$ cat src/rtl/alu_shift_seq_32bit_pkg.sv
// Shared definitions for the multi-cycle shift unit: widths, op codes and FSM state codes.
package alu_shift_seq_32bit_pkg;

  localparam int N       = 32;
  localparam int SHAMT_W = 5;

  // Op code encoding as presented on the op port.
  typedef enum logic [1:0] {
    ALU_OP_SLL = 2'b00,
    ALU_OP_SRL = 2'b01,
    ALU_OP_SRA = 2'b10,
    ALU_OP_ILL = 2'b11
  } op_e;

  // FSM state encoding; code 2'b11 is unused and recovers to S_IDLE.
  typedef enum logic [1:0] {
    S_IDLE  = 2'b00,
    S_SHIFT = 2'b01,
    S_FIN   = 2'b10
  } state_e;

endpackage : alu_shift_seq_32bit_pkg

$ cat src/rtl/alu_shift_seq_32bit_if.sv
// Request/response bundle of the shift unit: start/op/A/shamt in, busy/done/err/Z out.
interface alu_shift_seq_32bit_if;
  import alu_shift_seq_32bit_pkg::*;

  logic               start;
  logic [1:0]         op;
  logic [N-1:0]       A;
  logic [SHAMT_W-1:0] shamt;
  logic               busy;
  logic               done;
  logic               err;
  logic [N-1:0]       Z;

  // Requester side: issues operations and observes the result.
  modport master (
    output start, op, A, shamt,
    input  busy, done, err, Z
  );

  // Shift unit side.
  modport slave (
    input  start, op, A, shamt,
    output busy, done, err, Z
  );

endinterface : alu_shift_seq_32bit_if

$ cat src/rtl/alu_shift_seq_32bit_step.sv
// Combinational single step of the shifter: shifts work by 'step' bits in the
// direction selected by op_r, filling SRA with the registered sign bit.
module alu_shift_step
  import alu_shift_seq_32bit_pkg::*;
(
  input  logic [N-1:0]       work,
  input  op_e                op_r,
  input  logic               sign_r,
  input  logic [SHAMT_W-1:0] step,
  output logic [N-1:0]       next_work
);

  logic [2*N-1:0] sra_ext;

  // Select the shifted word for the captured op; illegal op leaves work untouched.
  always_comb begin
    // NOTE: every combinational output gets a default first so no path infers a latch.
    next_work = work;
    sra_ext   = {{N{sign_r}}, work} >> step;
    case (op_r)
      ALU_OP_SLL: next_work = work << step;
      ALU_OP_SRL: next_work = work >> step;
      ALU_OP_SRA: next_work = sra_ext[N-1:0];
      default:    next_work = work;
    endcase
  end

endmodule : alu_shift_step

$ cat src/rtl/alu_shift_seq_32bit.sv
// Multi-cycle SLL/SRL/SRA unit with a start/busy/done handshake.
// Build option: ALU_SHIFT_FAST_EN steps 4 bits per cycle while the remaining
// count is at least 4; otherwise (default) the unit shifts one bit per cycle.
module alu_shift_seq_32bit
  import alu_shift_seq_32bit_pkg::*;
(
  input logic                clk,
  input logic                rst_n,
  alu_shift_seq_32bit_if.slave bus
);

  state_e             state_q, state_d;
  logic [N-1:0]       work_q;
  logic [SHAMT_W-1:0] cnt_q;
  op_e                op_q;
  logic               sign_q;
  logic [N-1:0]       z_q;

  logic               accept;
  logic [SHAMT_W-1:0] step_amt;
  logic [N-1:0]       next_work;

  assign accept = (state_q == S_IDLE) && bus.start;

  // Per-cycle shift distance.
  always_comb begin
`ifdef ALU_SHIFT_FAST_EN
    step_amt = (cnt_q >= SHAMT_W'(4)) ? SHAMT_W'(4) : SHAMT_W'(1);
`else
    step_amt = SHAMT_W'(1);
`endif
  end

  alu_shift_step u_step (
    .work      (work_q),
    .op_r      (op_q),
    .sign_r    (sign_q),
    .step      (step_amt),
    .next_work (next_work)
  );

  // Next-state logic and handshake outputs, all decoded from the state register.
  always_comb begin
    state_d  = S_IDLE;
    bus.busy = 1'b0;
    bus.done = 1'b0;
    bus.err  = 1'b0;
    case (state_q)
      S_IDLE: begin
        state_d = S_IDLE;
        if (bus.start) begin
          if (bus.shamt == '0 || op_e'(bus.op) == ALU_OP_ILL) state_d = S_FIN;
          else                                                  state_d = S_SHIFT;
        end
      end
      S_SHIFT: begin
        bus.busy = 1'b1;
        state_d  = (cnt_q == step_amt) ? S_FIN : S_SHIFT;
      end
      S_FIN: begin
        bus.done = 1'b1;
        bus.err  = (op_q == ALU_OP_ILL);
        state_d  = S_IDLE;
      end
      default: state_d = S_IDLE;
    endcase
  end

  // State register.
  always_ff @(posedge clk or negedge rst_n) begin
    // NOTE: sequential state uses non-blocking assignments so every register samples pre-edge values.
    if (!rst_n) state_q <= S_IDLE;
    else        state_q <= state_d;
  end

  // Operand capture and shifting; working registers are reset too so a
  // discarded operation leaves no stale operand behind.
  always_ff @(posedge clk or negedge rst_n) begin
    // NOTE: these few datapath registers are reset alongside the FSM; the unit holds no memory array.
    if (!rst_n) begin
      work_q <= '0;
      cnt_q  <= '0;
      op_q   <= ALU_OP_SLL;
      sign_q <= 1'b0;
    end else if (accept) begin
      work_q <= bus.A;
      cnt_q  <= bus.shamt;
      op_q   <= op_e'(bus.op);
      sign_q <= bus.A[N-1];
    end else if (state_q == S_SHIFT) begin
      work_q <= next_work;
      cnt_q  <= cnt_q - step_amt;
    end
  end

  // Result register: loaded on the edge that enters FIN so Z is valid with done,
  // and held through every SHIFT cycle of the next operation.
  always_ff @(posedge clk or negedge rst_n) begin
    if (!rst_n) begin
      z_q <= '0;
    end else if (accept && state_d == S_FIN) begin
      z_q <= bus.A;
    end else if (state_q == S_SHIFT && state_d == S_FIN) begin
      z_q <= next_work;
    end
  end

  assign bus.Z = z_q;

endmodule : alu_shift_seq_32bit

$ cat src/flat_wrapper.sv
// flat-port wrapper written by rule: the top's interface ports become plain ports
module alu_shift_seq_32bit_flat import alu_shift_seq_32bit_pkg::*;
  (clk, rst_n, bus_start, bus_op, bus_A, bus_shamt, bus_busy, bus_done, bus_err, bus_Z);
  alu_shift_seq_32bit_if bus_i ();
  input logic clk;
  input logic rst_n;
  input wire logic [$bits(bus_i.start)-1:0] bus_start;
  input wire logic [$bits(bus_i.op)-1:0] bus_op;
  input wire logic [$bits(bus_i.A)-1:0] bus_A;
  input wire logic [$bits(bus_i.shamt)-1:0] bus_shamt;
  output wire logic [$bits(bus_i.busy)-1:0] bus_busy;
  output wire logic [$bits(bus_i.done)-1:0] bus_done;
  output wire logic [$bits(bus_i.err)-1:0] bus_err;
  output wire logic [$bits(bus_i.Z)-1:0] bus_Z;
  assign bus_i.start = bus_start;
  assign bus_i.op = bus_op;
  assign bus_i.A = bus_A;
  assign bus_i.shamt = bus_shamt;
  assign bus_busy = bus_i.busy;
  assign bus_done = bus_i.done;
  assign bus_err = bus_i.err;
  assign bus_Z = bus_i.Z;
  alu_shift_seq_32bit u_core (.clk(clk), .rst_n(rst_n), .bus(bus_i));
endmodule
$ cat config.mk
export PLATFORM = sky130hd
export DESIGN_NAME = alu_shift_seq_32bit_flat
export DESIGN_NICKNAME = d
export VERILOG_FILES = /design/src/rtl/alu_shift_seq_32bit_pkg.sv /design/src/rtl/alu_shift_seq_32bit_if.sv /design/src/rtl/alu_shift_seq_32bit_step.sv /design/src/rtl/alu_shift_seq_32bit.sv /design/src/flat_wrapper.sv
export SDC_FILE = /design/constraint.sdc
export NUM_CORES = 1
export LEC_CHECK = 0
export ABC_AREA = 0
export BUFFER_PORTS_ARGS = -buffer_cell sky130_fd_sc_hd__buf_4
export CORE_MARGIN = 2
export CORE_UTILIZATION = 50
export CTS_CLUSTER_SIZE = 12
export DETAILED_ROUTE_END_ITERATION = 7
export PLACE_DENSITY = 0.69
export RECOVER_POWER = 25
export SETUP_SLACK_MARGIN = 0.1
export SLEW_MARGIN = 0
export SYNTH_ARGS = -nofsm -noshare
export SYNTH_HDL_FRONTEND = slang
export SYNTH_HIERARCHICAL = 1
export SYNTH_SLANG_ARGS = --single-unit
$ cat constraint.sdc
create_clock -name clk -period 3.1 [get_ports clk]
set_input_delay 0.31 -clock clk [delete_from_list [all_inputs] [get_ports clk]]
set_output_delay 0.31 -clock clk [all_outputs]
set_load 0.1 [all_outputs]
# After elaboration in Yosys (flattened, before gate mapping)
# Cells that the tools add are included.
# W data, S select, Z words.
totals:
  register_bits: 74
  latchBits: 0
  ram_bits: 0
  mem_bits_ro: 0
  out_inout_bits: 35
  memories: 0
op_classes:
  add_sub_neg: 1
  multipliers: 0
  div: 0
  magnitude_cmp: 0
  n_eq_ne: 8
  shifts: 0
  mux: 14
  bitwise_logic: 0
  n_reduce_logical: 9
op_table:
  columns: ["operator", "count"]
  rows:
  - ["$mux W32", 4]
  - ["$pmux W32 S3", 1]
  - ["$eq A2 B2 Y1 const B", 5]
  - ["$mux W5", 2]
  - ["$mux W2", 3]
  - ["$eq A5 B1 Y1 const B", 1]
  - ["$logic_not A5 Y1", 1]
  - ["$sub A5 B1 Y5 const B", 1]
  - ["$eq A2 B1 Y1 const B", 2]
  - ["$logic_not A2 Y1", 2]
  - ["$pmux W2 S2", 1]
  - ["$reduce_bool A2 Y1", 2]
  - ["$logic_and A1 B1 Y1", 3]
  - ["$mux W1", 3]
  - ["$logic_or A1 B1 Y1", 1]

# Longest topological paths before layout
logic_depth:
  word_depth: 9
  ltp_mapped: 12

# By module
# The synthesis kept the hierarchy.
by_module_without_submodules:
  columns: ["module", "instances", "cells_each", "area_each_um2", "seq_area_each_um2"]
  rows:
  - ["alu_shift_step", 1, 581, 4878.4, 0.0]
  - ["alu_shift_seq_32bit", 1, 296, 3579.7, 1851.8]

# Least setup slack after synthesis
# Ideal clock, no wire load.
synth_path:
  path_kind: "register -> output"
  startpoint: "register u_core.state_q[0]"
  endpoint: "output bus_err"
  t_arrival_ns: 2.703
  slack_ns: 0.087
  path_stages_with_launch: 3
  path_buffers: 0
  cell_sequence: "dfrtp_1 -> nor2b_1 -> and3_1"
synth_via:
  elab_chain_cells: 2
synth_rtl:
  columns: ["item", "line", "source"]
  rows:
  - ["start, declared", "alu_shift_seq_32bit.sv:12", "state_e state_q, state_d;"]
  - ["start signal, assigned", "alu_shift_seq_32bit.sv:73", "else state_q <= state_d;"]
  - ["$eq A2 B2 Y1", "alu_shift_seq_32bit.sv:48", "case (state_q)"]
  - ["$mux W1", "alu_shift_seq_32bit.sv:48", null]
  - ["end, declared", "flat_wrapper.sv:13", "output wire logic [$bits(bus_i.err)-1:0] bus_err;"]
# No other way between the ends.

# Worst setup path in the final report
layout_path:
  startpoint: "register u_core.op_q[0]"
  endpoint: "register u_core.z_q[21], in the netlist u_core/bus.Z[21]"
layout_via:
  elab_chain_cells: 4
  elab_cells_between_ends: 6
layout_rtl:
  columns: ["item", "line", "source"]
  rows:
  - ["start, declared", "alu_shift_seq_32bit.sv:15", "op_e op_q;"]
  - ["start signal, assigned", "alu_shift_seq_32bit.sv:88", "op_q <= op_e'(bus.op);"]
  - ["$eq A2 B2 Y1 (tied with other cells)", "alu_shift_seq_32bit_step.sv:20", "case (op_r)"]
  - ["$pmux W32 S3 *", "alu_shift_seq_32bit_step.sv:20", null]
  - ["via u_core.next_work[21]", "alu_shift_seq_32bit.sv:21", "logic [N-1:0] next_work;"]
  - ["$mux W32 *", "alu_shift_seq_32bit.sv:103", "end else if (state_q == S_SHIFT && state_d == S_FIN) begin"]
  - ["$mux W32 *", "alu_shift_seq_32bit.sv:101", "end else if (accept && state_d == S_FIN) begin"]
  - ["end signal, assigned", "alu_shift_seq_32bit.sv:102", "z_q <= bus.A;"]
  - ["end signal, assigned", "alu_shift_seq_32bit.sv:104", "z_q <= next_work;"]
  - ["end, declared", "alu_shift_seq_32bit.sv:17", "logic [N-1:0] z_q;"]
# Mark *: on every way through the listed nets, which the timed path passes. The rest lies on a longest branch. The select of a mux whose other input is x is not followed.
# A chain may end at the register's enable or synchronous reset.

==> key figures <==
Run status
  • Status: completed

Die
  • Overall die width: 134 um
  • Rows: between 40 and 50
  • Num ports: between 70 and 80
  • Die area: 18000 sq um
  • Core region area: between 15000 and 20000 sq um
  • Initial core utilization: between 50% and 60%
  • DIE HEIGHT: about 130 um

Placement
  • PortBufs: between 70 and 80
  • Worst slack at placement: around 0.42 ns
  • GPL Wtd Cong: ~1.0
  • Placed inst area: 9090 sq um
  • Detailed-placement wirelength estimate: 22200 um
  • Dpl cells: about 1100

Synthesis
  • Synth cell types: 73
  • Post-synth EDFFs: 0
  • Largest area contributor in the netlist: dfrtp_1
  • Async SR Flop Fraction: 100%
  • Syn avg cell area: a little under 10 sq um
  • Ys flop type: dfrtp_1
  • Seq/Total Area, Yosys: roughly 22%
  • Mapped Area: about 8500 sq um
  • FF+latch count, synth: 74
  • Top cells by area, synth: dfrtp_1 (22%), mux4_2 (20%), mux2_2 (6.5%)
  • Post-Synthesis Cells: 877
  • Yosys warns: 6
  • Synth top area share: between 20 and 25%

STA
  • RSZ-0062 raised after global routing: no
  • Hold Vio Cnt, Final: 0
  • Setup violators final: 0
  • F_max: roughly 360 MHz
  • Clock skew: slightly below 0.007 ns
  • Slew headroom: under 10%
  • TNS Setup: 0 ns
  • Period utilization: about 89%
  • Final Critical Period: between 2 and 3 ns
  • Fin. max-slew vios: 0
  • Worst Tran Pin Value: roughly 1.4 ns
  • Worst setup margin: approximately 0.35 ns

Routing
  • Drt first pass iters: 6
  • Final ANT Viol Nets: 0
  • Vias/cell: 7.23
  • Vias: between 8000 and 9000
  • Iter 0 DRT Violations: between 1000 and 1500
  • DRC violations left: 0
  • Drt wl/cell: 27.9 um
  • Post-Route WL: 31500 um

Clock tree
  • Clock Pin Slew Worst Setup and Hold Paths: around 0.060 ns
  • Max Buffers Root-to-Sink: 2
  • Postcts setup bufs: 0
  • CTS Buf Count: 9
  • CTS hold repair buffers: 0
  • Clock latency on the worst-skew pair: around 0.35 ns
  • Post-cts gate resize count: 0
  • Root Driver: clkbuf_16
  • CTS Sinks: 74
  • CTS tree: built
  • H-tree depth: 3

Pwr
  • Leakage: between 0.003 and 0.004 uW
  • PwrDens: between 1000 and 1500 nW/um^2
  • Worst ir drop on vdd: around 0.8 mV

Critical path
  • Worst setup EP type: register
  • Arrival time worst endpoint: ~3 ns
  • Worst EP required: roughly 3.4 ns
  • Worst reg2reg path depth: 9
  • Startpoint types: register
  • Kind of critical path: reg -> reg
  • Crit Path Max Fanout: 10

Cells and area
  • Filler cells: about 1500
  • Share of layout cells above drive strength 1: between 30% and 40%
  • Area Growth Syn to Fin: 11.2%
  • Commonest non-fill, non-tap cells in the layout: nand2_1 (119), buf_4 (110), mux4_2 (76)
  • Antenna cells: 0
  • Most common cell after layout, fill and taps aside: nand2_1
  • Sequential cell area: ~1900 sq um
  • # nets final: 949
  • Final Instance Area: ~9400 sq um
  • Footprint of the multi-input gates: about 6100 sq um
  • Fin cells: approximately 1100

Global route
  • Global Route Usage Sum: 35.2%
  • Initial antenna violation count: 1
  • Grt ovf: 0
  • First-pass GRT wire length: roughly 48000 um
  • Pin count of the biggest net entering global routing: 96
  • Vias in the first global route: 7606

Hold path
  • Hold Crit Depth: 3
  • Worst hold path type: in -> reg

Flow run
  • Max-cap viol count: 0
-- routing by layer --
metal	share of wire [%]	track usage [%]	vias to the layer above
met1	41	50.7	4017
met3	11	7.75	107
li1	-	-	3412
met5	0	0	-
met4	4.7	15.2	0
met2	44	51.4	600
-- path summary, 6_finish.rpt --
| kind | start | endpoint | slack, ns |
|---|---|---|---|
| max | u_core/op_q[0] | u_core/bus.Z[21] | 0.35 |
| min | bus_shamt[3] | u_core/cnt_q[3] | 0.20 |
| max reg2reg | u_core/op_q[0] | u_core/bus.Z[21] | 0.35 |
| min reg2reg | u_core/cnt_q[1] | u_core/cnt_q[1] | 0.55 |
| max in group asynchronous | rst_n | u_core/bus.Z[5] | 1.88 |
| min in group asynchronous | rst_n | u_core/cnt_q[4] | 0.28 |
-- state kept, by name (all words and copies together), names as in the netlist --
signal,count
u_core/bus.Z,32
u_core/sign_q,1
u_core/state_q,2
u_core/cnt_q,5
u_core/work_q,32
u_core/op_q,2
-- stage by stage --
step / hold WS, ns / total power, uW / utilization [%]
floorplan: 0.0144 / 7530 / -
global placement: 0.403 / 9580 / 54.8
detailed placement: 0.411 / 9650 / 54.8
CTS: 0.0384 / 10800 / 56.7
global route: 0.193 / 11600 / 56.7
finish: 0.202 / 11100 / 56.7
-- critical path: stages, from the launching register on --
cell and delay (ns):
dfrtp_1 0.40, inv_1 0.10, ha_1 0.18, nor2b_1 0.47
nand2_1 0.38, nor2_1 0.48, a221oi_1 0.19, o211ai_1 0.18
mux2_1 0.19, mux2_4 0.13
-- cell families (layout without fill, tap and decap cells) --
kind of cell             after synthesis  after routing  synth area share, %
AND/OR/NAND/NOR                      246            246                 13.3
multiplexers                         207            207                 38.3
other                                  2             13               0.0888
AO/OA/AOI/OAI                        221            221                 18.8
buffers and inverters                122            140                 6.82
flip-flops                            74             74                 21.9
adder cells (fa/ha/maj)                5              5                0.740
-- layout make-up --
class | instances | area share (%)
tap | 220 | 2.93
multi-input combinational | 692 | 64.6
clock inverter | 4 | 0.811
inverter | 14 | 0.559
clock buffer | 11 | 2.58
timing repair buffer | 111 | 8.83
sequential | 74 | 19.7
-- report_power, final --
group,switching (uW),internal (uW)
Clock,429,724
Combinational,5010,2890
Sequential,647,1440
-- synthesized netlist by cell type, types with 8 or more instances --
master / count
nor2_1: 52
nand2_1: 119
buf_2: 26
nand2b_1: 12
mux2i_1: 42
o22ai_1: 8
nand3_1: 15
o211ai_1: 14
dfrtp_1: 74
mux2_1: 11
a21oi_1: 18
mux2_2: 49
a22oi_1: 44
o21ai_0: 45
inv_1: 10
a211oi_1: 10
mux2_4: 29
clkbuf_1: 63
mux4_2: 76
No activity file was read; power rests on OpenSTA's default activity.
